**config.mk**
```make
export PLATFORM = sky130hd
export DESIGN_NAME = atomic_bus_initiator
export DESIGN_NICKNAME = d
export VERILOG_FILES = /design/src/rtl/atomic_bus_initiator_pkg.sv /design/src/rtl/atomic_alu.sv /design/src/rtl/atomic_bus_initiator.sv
export SDC_FILE = /design/constraint.sdc
export NUM_CORES = 1
export LEC_CHECK = 0
export CAP_MARGIN = 20
export CORE_MARGIN = 2
export CORE_UTILIZATION = 60
export CTS_CLUSTER_DIAMETER = 80
export CTS_CLUSTER_SIZE = 12
export DETAILED_ROUTE_END_ITERATION = 8
export PLACE_DENSITY = 0.88
export REMOVE_ABC_BUFFERS = 1
export SLEW_MARGIN = 20
export SYNTH_ARGS = -nofsm -noshare
export SYNTH_HDL_FRONTEND = slang
export SYNTH_HIERARCHICAL = 1
export SYNTH_SLANG_ARGS = --single-unit
```
**constraint.sdc**
```tcl
create_clock -name clk_i -period 8.09 [get_ports clk_i]
set_clock_uncertainty 0.15 [all_clocks]
set_input_delay 2.0225 -clock clk_i [delete_from_list [all_inputs] [get_ports clk_i]]
set_output_delay 2.0225 -clock clk_i [all_outputs]
set_load 0.02 [all_outputs]
```
**src/rtl/atomic_bus_initiator_pkg.sv**
```systemverilog
// Shared definitions for the RV32A bus initiator: funct5 op codes, bus tag
// encodings, the controller state enum and small decode helpers.
package atomic_bus_initiator_pkg;

  // funct5 field of the A-extension instructions
  localparam logic [4:0] OP_ADD  = 5'b00000;
  localparam logic [4:0] OP_SWAP = 5'b00001;
  localparam logic [4:0] OP_LR   = 5'b00010;
  localparam logic [4:0] OP_SC   = 5'b00011;
  localparam logic [4:0] OP_XOR  = 5'b00100;
  localparam logic [4:0] OP_OR   = 5'b01000;
  localparam logic [4:0] OP_AND  = 5'b01100;
  localparam logic [4:0] OP_MIN  = 5'b10000;
  localparam logic [4:0] OP_MAX  = 5'b10100;
  localparam logic [4:0] OP_MINU = 5'b11000;
  localparam logic [4:0] OP_MAXU = 5'b11100;

  // Address tag: {mode[1:0], lock}. Responders use it to track reservations.
  localparam logic [1:0] MODE_NONE = 2'b00;
  localparam logic [1:0] MODE_LRSC = 2'b01;
  localparam logic [1:0] MODE_AMO  = 2'b10;
  localparam logic       TAG_UNLOCK = 1'b0;
  localparam logic       TAG_LOCK   = 1'b1;

  // AMO_GAP is the single idle-strobe cycle between the locked read and
  // the unlocking write of a read-modify-write pair.
  typedef enum logic [2:0] {
    ST_IDLE    = 3'd0,
    ST_LR_RD   = 3'd1,
    ST_SC_WR   = 3'd2,
    ST_AMO_RD  = 3'd3,
    ST_AMO_GAP = 3'd4,
    ST_AMO_WR  = 3'd5,
    ST_DONE    = 3'd6
  } state_e;

  function automatic logic op_is_amo(input logic [4:0] op);
    case (op)
      OP_SWAP, OP_ADD, OP_XOR, OP_AND, OP_OR,
      OP_MIN, OP_MAX, OP_MINU, OP_MAXU: return 1'b1;
      default:                          return 1'b0;
    endcase
  endfunction

  function automatic logic op_is_supported(input logic [4:0] op);
    return op_is_amo(op) || (op == OP_LR) || (op == OP_SC);
  endfunction

  function automatic logic [2:0] bus_tag(input logic [1:0] mode, input logic lock);
    return {mode, lock};
  endfunction

endpackage

```
**src/rtl/atomic_alu.sv**
```systemverilog
// Combinational AMO operator: computes the value written back in the second
// half of an AMO read-modify-write from the old memory word and rs2.
module atomic_alu (
  input  logic [4:0]  op_i,
  input  logic [31:0] old_i,
  input  logic [31:0] rs2_i,
  output logic [31:0] new_o
);
  import atomic_bus_initiator_pkg::*;

  logic signed [31:0] w_old_s;
  logic signed [31:0] w_rs2_s;

  assign w_old_s = old_i;
  assign w_rs2_s = rs2_i;

  // Select the AMO result; non-AMO codes never reach the write phase
  always_comb begin
    new_o = rs2_i;
    case (op_i)
      OP_SWAP: new_o = rs2_i;
      OP_ADD:  new_o = old_i + rs2_i;
      OP_XOR:  new_o = old_i ^ rs2_i;
      OP_AND:  new_o = old_i & rs2_i;
      OP_OR:   new_o = old_i | rs2_i;
      OP_MIN:  new_o = (w_old_s < w_rs2_s) ? old_i : rs2_i;
      OP_MAX:  new_o = (w_old_s > w_rs2_s) ? old_i : rs2_i;
      OP_MINU: new_o = (old_i < rs2_i) ? old_i : rs2_i;
      OP_MAXU: new_o = (old_i > rs2_i) ? old_i : rs2_i;
      default: new_o = rs2_i;
    endcase
  end

endmodule

```
**src/rtl/atomic_bus_initiator.sv**
```systemverilog
// Wishbone initiator for RV32A lr.w / sc.w / amo*.w. Drives the reservation
// tag, runs AMOs as a locked read followed by an unlocking write, and returns
// rd with a one-cycle done pulse. All bus outputs come straight from flops.
// TIMEOUT_CYCLES must be at least 2.
module atomic_bus_initiator #(
  parameter int TIMEOUT_CYCLES = 1024
) (
  input  logic        clk_i,
  input  logic        rst_n_i,
  input  logic        req_i,
  input  logic [4:0]  op_i,
  input  logic [31:0] addr_i,
  input  logic [31:0] rs2_i,
  output logic        busy_o,
  output logic        done_o,
  output logic [31:0] result_o,
  output logic        err_o,
  output logic        stb_o,
  output logic        cyc_o,
  output logic [31:0] addr_o,
  output logic [2:0]  addr_tag_o,
  output logic [31:0] data_o,
  output logic [3:0]  sel_o,
  output logic        we_o,
  input  logic        ack_i,
  input  logic        err_i,
  input  logic [31:0] data_i,
  input  logic        data_tag_i
);
  import atomic_bus_initiator_pkg::*;

  localparam int              TMO_W    = $clog2(TIMEOUT_CYCLES);
  localparam logic [TMO_W-1:0] TMO_LAST = TMO_W'(TIMEOUT_CYCLES - 1);

  state_e            r_state;
  state_e            w_state_nxt;

  logic              r_stb,    w_stb_nxt;
  logic              r_cyc,    w_cyc_nxt;
  logic              r_we,     w_we_nxt;
  logic              r_done,   w_done_nxt;
  logic              r_err,    w_err_nxt;
  logic [31:0]       r_addr,   w_addr_nxt;
  logic [2:0]        r_tag,    w_tag_nxt;
  logic [31:0]       r_data,   w_data_nxt;
  logic [31:0]       r_result, w_result_nxt;
  logic [31:0]       r_old,    w_old_nxt;
  logic [31:0]       r_rs2,    w_rs2_nxt;
  logic [4:0]        r_op,     w_op_nxt;
  logic [TMO_W-1:0]  r_tmo,    w_tmo_nxt;

  logic              w_bad_req;
  logic              w_abort;
  logic              w_ack;
  logic [31:0]       w_alu_new;

  // Misaligned or non-A requests complete immediately with an error
  assign w_bad_req = (addr_i[1:0] != 2'b00) || !op_is_supported(op_i);

  // Responses only count while the strobe is up; err_i and timeout beat ack
  assign w_abort = r_stb && (err_i || (r_tmo == TMO_LAST));
  assign w_ack   = r_stb && ack_i;

  atomic_alu u_alu (
    .op_i  (r_op),
    .old_i (r_old),
    .rs2_i (r_rs2),
    .new_o (w_alu_new)
  );

  // State register
  always_ff @(posedge clk_i or negedge rst_n_i) begin
    if (!rst_n_i) begin
      r_state <= ST_IDLE;
    end else begin
      r_state <= w_state_nxt;
    end
  end

  // Next-state decode
  always_comb begin
    w_state_nxt = r_state;
    case (r_state)
      ST_IDLE: begin
        if (req_i) begin
          if (w_bad_req)           w_state_nxt = ST_DONE;
          else if (op_i == OP_LR)  w_state_nxt = ST_LR_RD;
          else if (op_i == OP_SC)  w_state_nxt = ST_SC_WR;
          else                     w_state_nxt = ST_AMO_RD;
        end
      end
      ST_LR_RD, ST_SC_WR, ST_AMO_WR: begin
        if (w_abort || w_ack) w_state_nxt = ST_DONE;
      end
      ST_AMO_RD: begin
        if (w_abort)    w_state_nxt = ST_DONE;
        else if (w_ack) w_state_nxt = ST_AMO_GAP;
      end
      ST_AMO_GAP: w_state_nxt = ST_AMO_WR;
      ST_DONE:    w_state_nxt = ST_IDLE;
      default:    w_state_nxt = ST_IDLE;
    endcase
  end

  // Next values of the registered bus outputs, result and working registers
  always_comb begin
    w_stb_nxt    = r_stb;
    w_cyc_nxt    = r_cyc;
    w_we_nxt     = r_we;
    w_addr_nxt   = r_addr;
    w_tag_nxt    = r_tag;
    w_data_nxt   = r_data;
    w_done_nxt   = 1'b0;
    w_err_nxt    = 1'b0;
    w_result_nxt = r_result;
    w_old_nxt    = r_old;
    w_rs2_nxt    = r_rs2;
    w_op_nxt     = r_op;
    w_tmo_nxt    = r_tmo;
    case (r_state)
      ST_IDLE: begin
        if (req_i) begin
          w_op_nxt  = op_i;
          w_rs2_nxt = rs2_i;
          w_tmo_nxt = '0;
          if (w_bad_req) begin
            w_done_nxt   = 1'b1;
            w_err_nxt    = 1'b1;
            w_result_nxt = '0;
          end else begin
            w_stb_nxt  = 1'b1;
            w_cyc_nxt  = 1'b1;
            w_addr_nxt = addr_i;
            w_we_nxt   = (op_i == OP_SC);
            w_data_nxt = (op_i == OP_SC) ? rs2_i : '0;
            if (op_i == OP_LR)      w_tag_nxt = bus_tag(MODE_LRSC, TAG_LOCK);
            else if (op_i == OP_SC) w_tag_nxt = bus_tag(MODE_LRSC, TAG_UNLOCK);
            else                    w_tag_nxt = bus_tag(MODE_AMO, TAG_LOCK);
          end
        end
      end
      ST_LR_RD, ST_SC_WR, ST_AMO_RD, ST_AMO_WR: begin
        if (w_abort) begin
          // An aborted AMO read took no lock, so no unlock write follows
          w_stb_nxt    = 1'b0;
          w_cyc_nxt    = 1'b0;
          w_we_nxt     = 1'b0;
          w_tag_nxt    = bus_tag(MODE_NONE, TAG_UNLOCK);
          w_done_nxt   = 1'b1;
          w_err_nxt    = 1'b1;
          w_result_nxt = '0;
        end else if (w_ack) begin
          if (r_state == ST_AMO_RD) begin
            // Keep cyc_o and the lock tag; strobe rests for one cycle
            w_old_nxt = data_i;
            w_stb_nxt = 1'b0;
          end else begin
            w_stb_nxt  = 1'b0;
            w_cyc_nxt  = 1'b0;
            w_we_nxt   = 1'b0;
            w_tag_nxt  = bus_tag(MODE_NONE, TAG_UNLOCK);
            w_done_nxt = 1'b1;
            if (r_state == ST_LR_RD)      w_result_nxt = data_i;
            else if (r_state == ST_SC_WR) w_result_nxt = {31'b0, data_tag_i};
            else                          w_result_nxt = r_old;
          end
        end else begin
          w_tmo_nxt = r_tmo + 1'b1;
        end
      end
      ST_AMO_GAP: begin
        w_stb_nxt  = 1'b1;
        w_we_nxt   = 1'b1;
        w_tag_nxt  = bus_tag(MODE_AMO, TAG_UNLOCK);
        w_data_nxt = w_alu_new;
        w_tmo_nxt  = '0;
      end
      default: ;
    endcase
  end

  // Output and working registers; reset mid-transfer drops the bus at once
  always_ff @(posedge clk_i or negedge rst_n_i) begin
    if (!rst_n_i) begin
      r_stb    <= 1'b0;
      r_cyc    <= 1'b0;
      r_we     <= 1'b0;
      r_done   <= 1'b0;
      r_err    <= 1'b0;
      r_addr   <= '0;
      r_tag    <= bus_tag(MODE_NONE, TAG_UNLOCK);
      r_data   <= '0;
      r_result <= '0;
      r_old    <= '0;
      r_rs2    <= '0;
      r_op     <= '0;
      r_tmo    <= '0;
    end else begin
      r_stb    <= w_stb_nxt;
      r_cyc    <= w_cyc_nxt;
      r_we     <= w_we_nxt;
      r_done   <= w_done_nxt;
      r_err    <= w_err_nxt;
      r_addr   <= w_addr_nxt;
      r_tag    <= w_tag_nxt;
      r_data   <= w_data_nxt;
      r_result <= w_result_nxt;
      r_old    <= w_old_nxt;
      r_rs2    <= w_rs2_nxt;
      r_op     <= w_op_nxt;
      r_tmo    <= w_tmo_nxt;
    end
  end

  assign stb_o      = r_stb;
  assign cyc_o      = r_cyc;
  assign we_o       = r_we;
  assign addr_o     = r_addr;
  assign addr_tag_o = r_tag;
  assign data_o     = r_data;
  assign sel_o      = 4'hF;
  assign done_o     = r_done;
  assign err_o      = r_err;
  assign result_o   = r_result;
  assign busy_o     = (r_state != ST_IDLE);

endmodule

```
==> results.tsv <==
stage	metric	value	unit
setup_path	CP dominant cell by count	a221oi_1	
global_routing	total grt overflow	0	
floorplan	initial core utilization	0.605	
synth	dominant register cell in the synthesized netlist	dfrtp_1	
clock_network	CTS tree	done	
layout	Final Util	0.727	
drt	first-pass detailed-route iteration total	6	
synth	Distinct cells, synth	95	
sta	Max-slew headroom	0.298	
outcome	status	finished clean	
clock_network	CTS sink count	186	
synth	adder-cell share of the synthesized area	0.0917	
clock_network	setup bufs post-CTS	0	
sta	final period utilization	0.565	
clock_network	Hold Buf Count CTS	0	
layout	most frequent cells in the layout	210 x clkdlybuf4s50_1, 186 x dfrtp_1, 173 x a21oi_1	
setup_path	R2R Path End	data_o[16]$_DFFE_PN0P_	
setup_path	kind of critical path	flip-flop to flip-flop	
worst_hold_path	Hold Startpoint	result_o[20]$_DFFE_PN0P_	
synth	number of synthesized flops with an enable pin	0	
global_routing	largest net degree at the start of global routing	112	
layout	Diodes inserted	0	
synth	post-synthesis compound-gate area fraction	0.243	
synth	asr flop ratio synth	1.00	
synth	top-area cell type share of the netlist area	0.343	
clock_network	post-cts resize count	0	
synth	synth top area cells	dfrtp_1 34%, ha_1 8.9%, a21oi_1 6.4%, mux2_2 6.1%, nor2_1 3.6%	
synth	Mapped Area	13600	sq um
setup_path	Critical Path End Type	flip-flop	
clock_network	cts bufs inserted	17	
sta	Final Critical Period	4.57	ns
worst_hold_path	Hold Path Cell Cnt	1	
sta	fmax	0.219	GHz
synth	Yosys warnings	6	
power	maximum vdd drop	0.426	mV
floorplan	die area	23800	sq um
setup_path	CP max FO	15	
floorplan	Core ar.	22400	sq um
sta	final hold violation count	0	
clock_network	H-tree depth	4	
drt	post-route ant nets	0	
floorplan	I/O pin cnt	216	
synth	post-synthesis sequential area ratio	0.343	
layout	fillers	1544	
setup_path	CP required	8.31	ns
setup_path	sequence of cells on the critical path	inv_1 > ha_1 > nor2_1 > a221oi_1 > o221ai_1 > o31ai_2 > nand2_4 > mux2i_4 > a221oi_1 > a31o_2 > a32oi_1 > a22oi_1 > a21oi_1	
sta	unrepaired setup endpoints after global routing	false	
clock_network	Root Driver	clkbuf_16	
global_routing	first-pass GRT wire length	64900	um
clock_network	clock transition at the registers of the reported paths	0.08	ns
floorplan	Die Y	154	um
setup_path	r2r setup slk	3.52	ns
worst_hold_path	Hold Path Class	flip-flop to flip-flop	
synth	syn_area_per_cell	9.30	sq um
setup_path	Arrival @ worst endpoint	4.79	ns
layout	commonest non-fill, non-tap cell in the layout	clkdlybuf4s50_1	
power	Power, Total	7.33	mW
place	Placer Congestion	0.928	
synth	simple-gate share of the synthesized area	0.137	
synth	XOR/XNOR Fraction of Synth Area	0.0149	
floorplan	Cell Rows	55	
synth	Synth Register Bits	186	
worst_hold_path	Worst Hold Endpoint	result_o[20]$_DFFE_PN0P_	
layout	synthesis-to-finish area growth	20.2	%
place	Setup WS pre-CTS	3.32	ns
setup_path	critical path launch point type	flip-flop	
power	Static Leak	6.97	nW
drt	Vias per Instance	6.60	
clock_network	clk_lat worst skew	0.45	ns
drt	wire per inst	21.5	um
drt	WL final	40900	um
synth	combinational family with the most area after synthesis	compound AO/OA/AOI/OAI gates	
clock_network	Max Root-Sink Buffers	2	
power	cell area power density	450	nW/um^2
synth	Syn Inst Count	1458	
setup_path	CP max stage delay	0.80	ns
synth	mux cell area share after synthesis	0.106	
place	IO Port Bufs	211	
sta	final worst slack	3.52	ns
synth	largest area contributor in the netlist	dfrtp_1	
global_routing	initial antenna violation count	0	
place	Final HPWL DP	26800	um
setup_path	Reg2Reg Depth	13	
floorplan	Die Wd	154	um
global_routing	vias in the first global route	12500	
sta	final setup violation count	0	
drt	DR iter-0 viols	1550	
layout	Nets	1808	
drt	DR vias	12600	
layout	share of layout cells above drive strength 1	0.131	
setup_path	Worst path slowest cell	mux2i_4	
sta	Slew @ Worst Pin	1.05	ns
setup_path	r2r startpoint	r_old[14]$_DFFE_PN0P_	
global_routing	Overall Global Routing Usage	0.339	
job	Max Cap Viol	0	
sta	final slew viol count	0	
drt	detailed-route DRC error count	0	
-- worst max path at each step --
stage,startpoint,to,slack (ns),cells after the start
3_3_place_gp,op_i[3],data_o[27]$_DFFE_PN0P_,3.40,5
2_1_floorplan,req_i,addr_o[10]$_DFFE_PN0P_,-1.01,3
5_1_grt,r_old[14]$_DFFE_PN0P_,data_o[16]$_DFFE_PN0P_,3.31,13
4_1_cts,r_old[14]$_DFFE_PN0P_,data_o[16]$_DFFE_PN0P_,3.63,13
3_5_place_dp,op_i[3],result_o[12]$_DFFE_PN0P_,3.32,7
6_report,r_old[14]$_DFFE_PN0P_,data_o[16]$_DFFE_PN0P_,3.52,13
-- state kept, by name (all words and copies together), names as in the netlist, 5 cells and up --
signal,count
addr_o,32
data_o,32
r_old,32
r_rs2,32
result_o,32
r_tmo,10
r_op,5
-- worst max-delay path: cells and delay by family, from the launching register on --
| kind | cells | cell delay, ns |
|---|---|---|
| buffers and inverters | 1 | 0.10 |
| and+or+nand+nor | 2 | 0.31 |
| DFF | 1 | 0.49 |
| AOI/OAI and AO/OA | 8 | 2.08 |
| adders and majority gates | 1 | 0.54 |
| muxes | 1 | 0.80 |
-- per-stage QoR --
| step | cells | hold WS [ns] | TNS (ns) | cell area [sq um] |
|---|---|---|---|---|
| floorplan | 1359 | 0.336 | -31.98 | 13000 |
| global placement | 1869 | 0.318 | 0 | 15700 |
| detailed placement | 1869 | 0.323 | 0 | 15700 |
| CTS | 1901 | 0.346 | 0 | 16300 |
| global route | 1901 | 0.355 | 0 | 16300 |
| finish | 1901 | 0.345 | 0 | 16300 |
-- synthesized netlist by cell type, drive strengths merged, types with 8 or more instances --
cell type and n:
and2 9, inv 87, or3 13, dfrtp 186
a211oi 10, nor4 8, o31ai 11, clkbuf 53
a21oi 173, xor2 8, o211ai 27, o21ai 73
o2bb2ai 32, nand2 84, nor2b 45, a221oi 25
buf 49, xnor2 15, ha 97, nor3 12
a22oi 42, nand3 18, nand4 8, a21o 10
nor2 132, mux2 105, a31oi 8, mux2i 12
a221o 8
-- logic make-up after synthesis --
group / Yosys count
AO/OA/AOI/OAI: 481
AND/OR/NAND/NOR: 362
buffers and inverters: 189
flip-flops: 186
multiplexers: 117
adder cells (fa/ha/maj): 99
XOR/XNOR: 23
other: 1
-- final cells by class --
| class | instances | area [sq um] | share of cell area |
|---|---|---|---|
| Multi-Input combinational cell | 1086 | 8100 | 0.497 |
| Sequential cell | 186 | 4650 | 0.285 |
| Timing Repair Buffer | 225 | 2220 | 0.136 |
| Clock buffer | 17 | 425 | 0.0261 |
| Tap cell | 285 | 357 | 0.0219 |
| Inverter | 87 | 327 | 0.0200 |
| Clock inverter | 15 | 216 | 0.0133 |
-- report_power, final --
| part | switching (mW) | total, mW | internal (mW) |
|---|---|---|---|
| registers | 0.494 | 1.83 | 1.34 |
| clock network | 0.462 | 0.892 | 0.431 |
| logic | 2.71 | 4.61 | 1.90 |
| total | 3.66 | 7.33 | 3.67 |
-- routing by layer --
layer / vias up / GRT usage / wire length, um / share of wire
li1: 5532 / - / - / -
met1: 6188 / 0.438 / 16600 / 0.40
met2: 701 / 0.559 / 19600 / 0.48
met3: 131 / 0.0574 / 3370 / 0.082
met4: 0 / 0.156 / 1410 / 0.034
met5: - / 0 / 0 / 0
(Power assumes the default switching activity.)
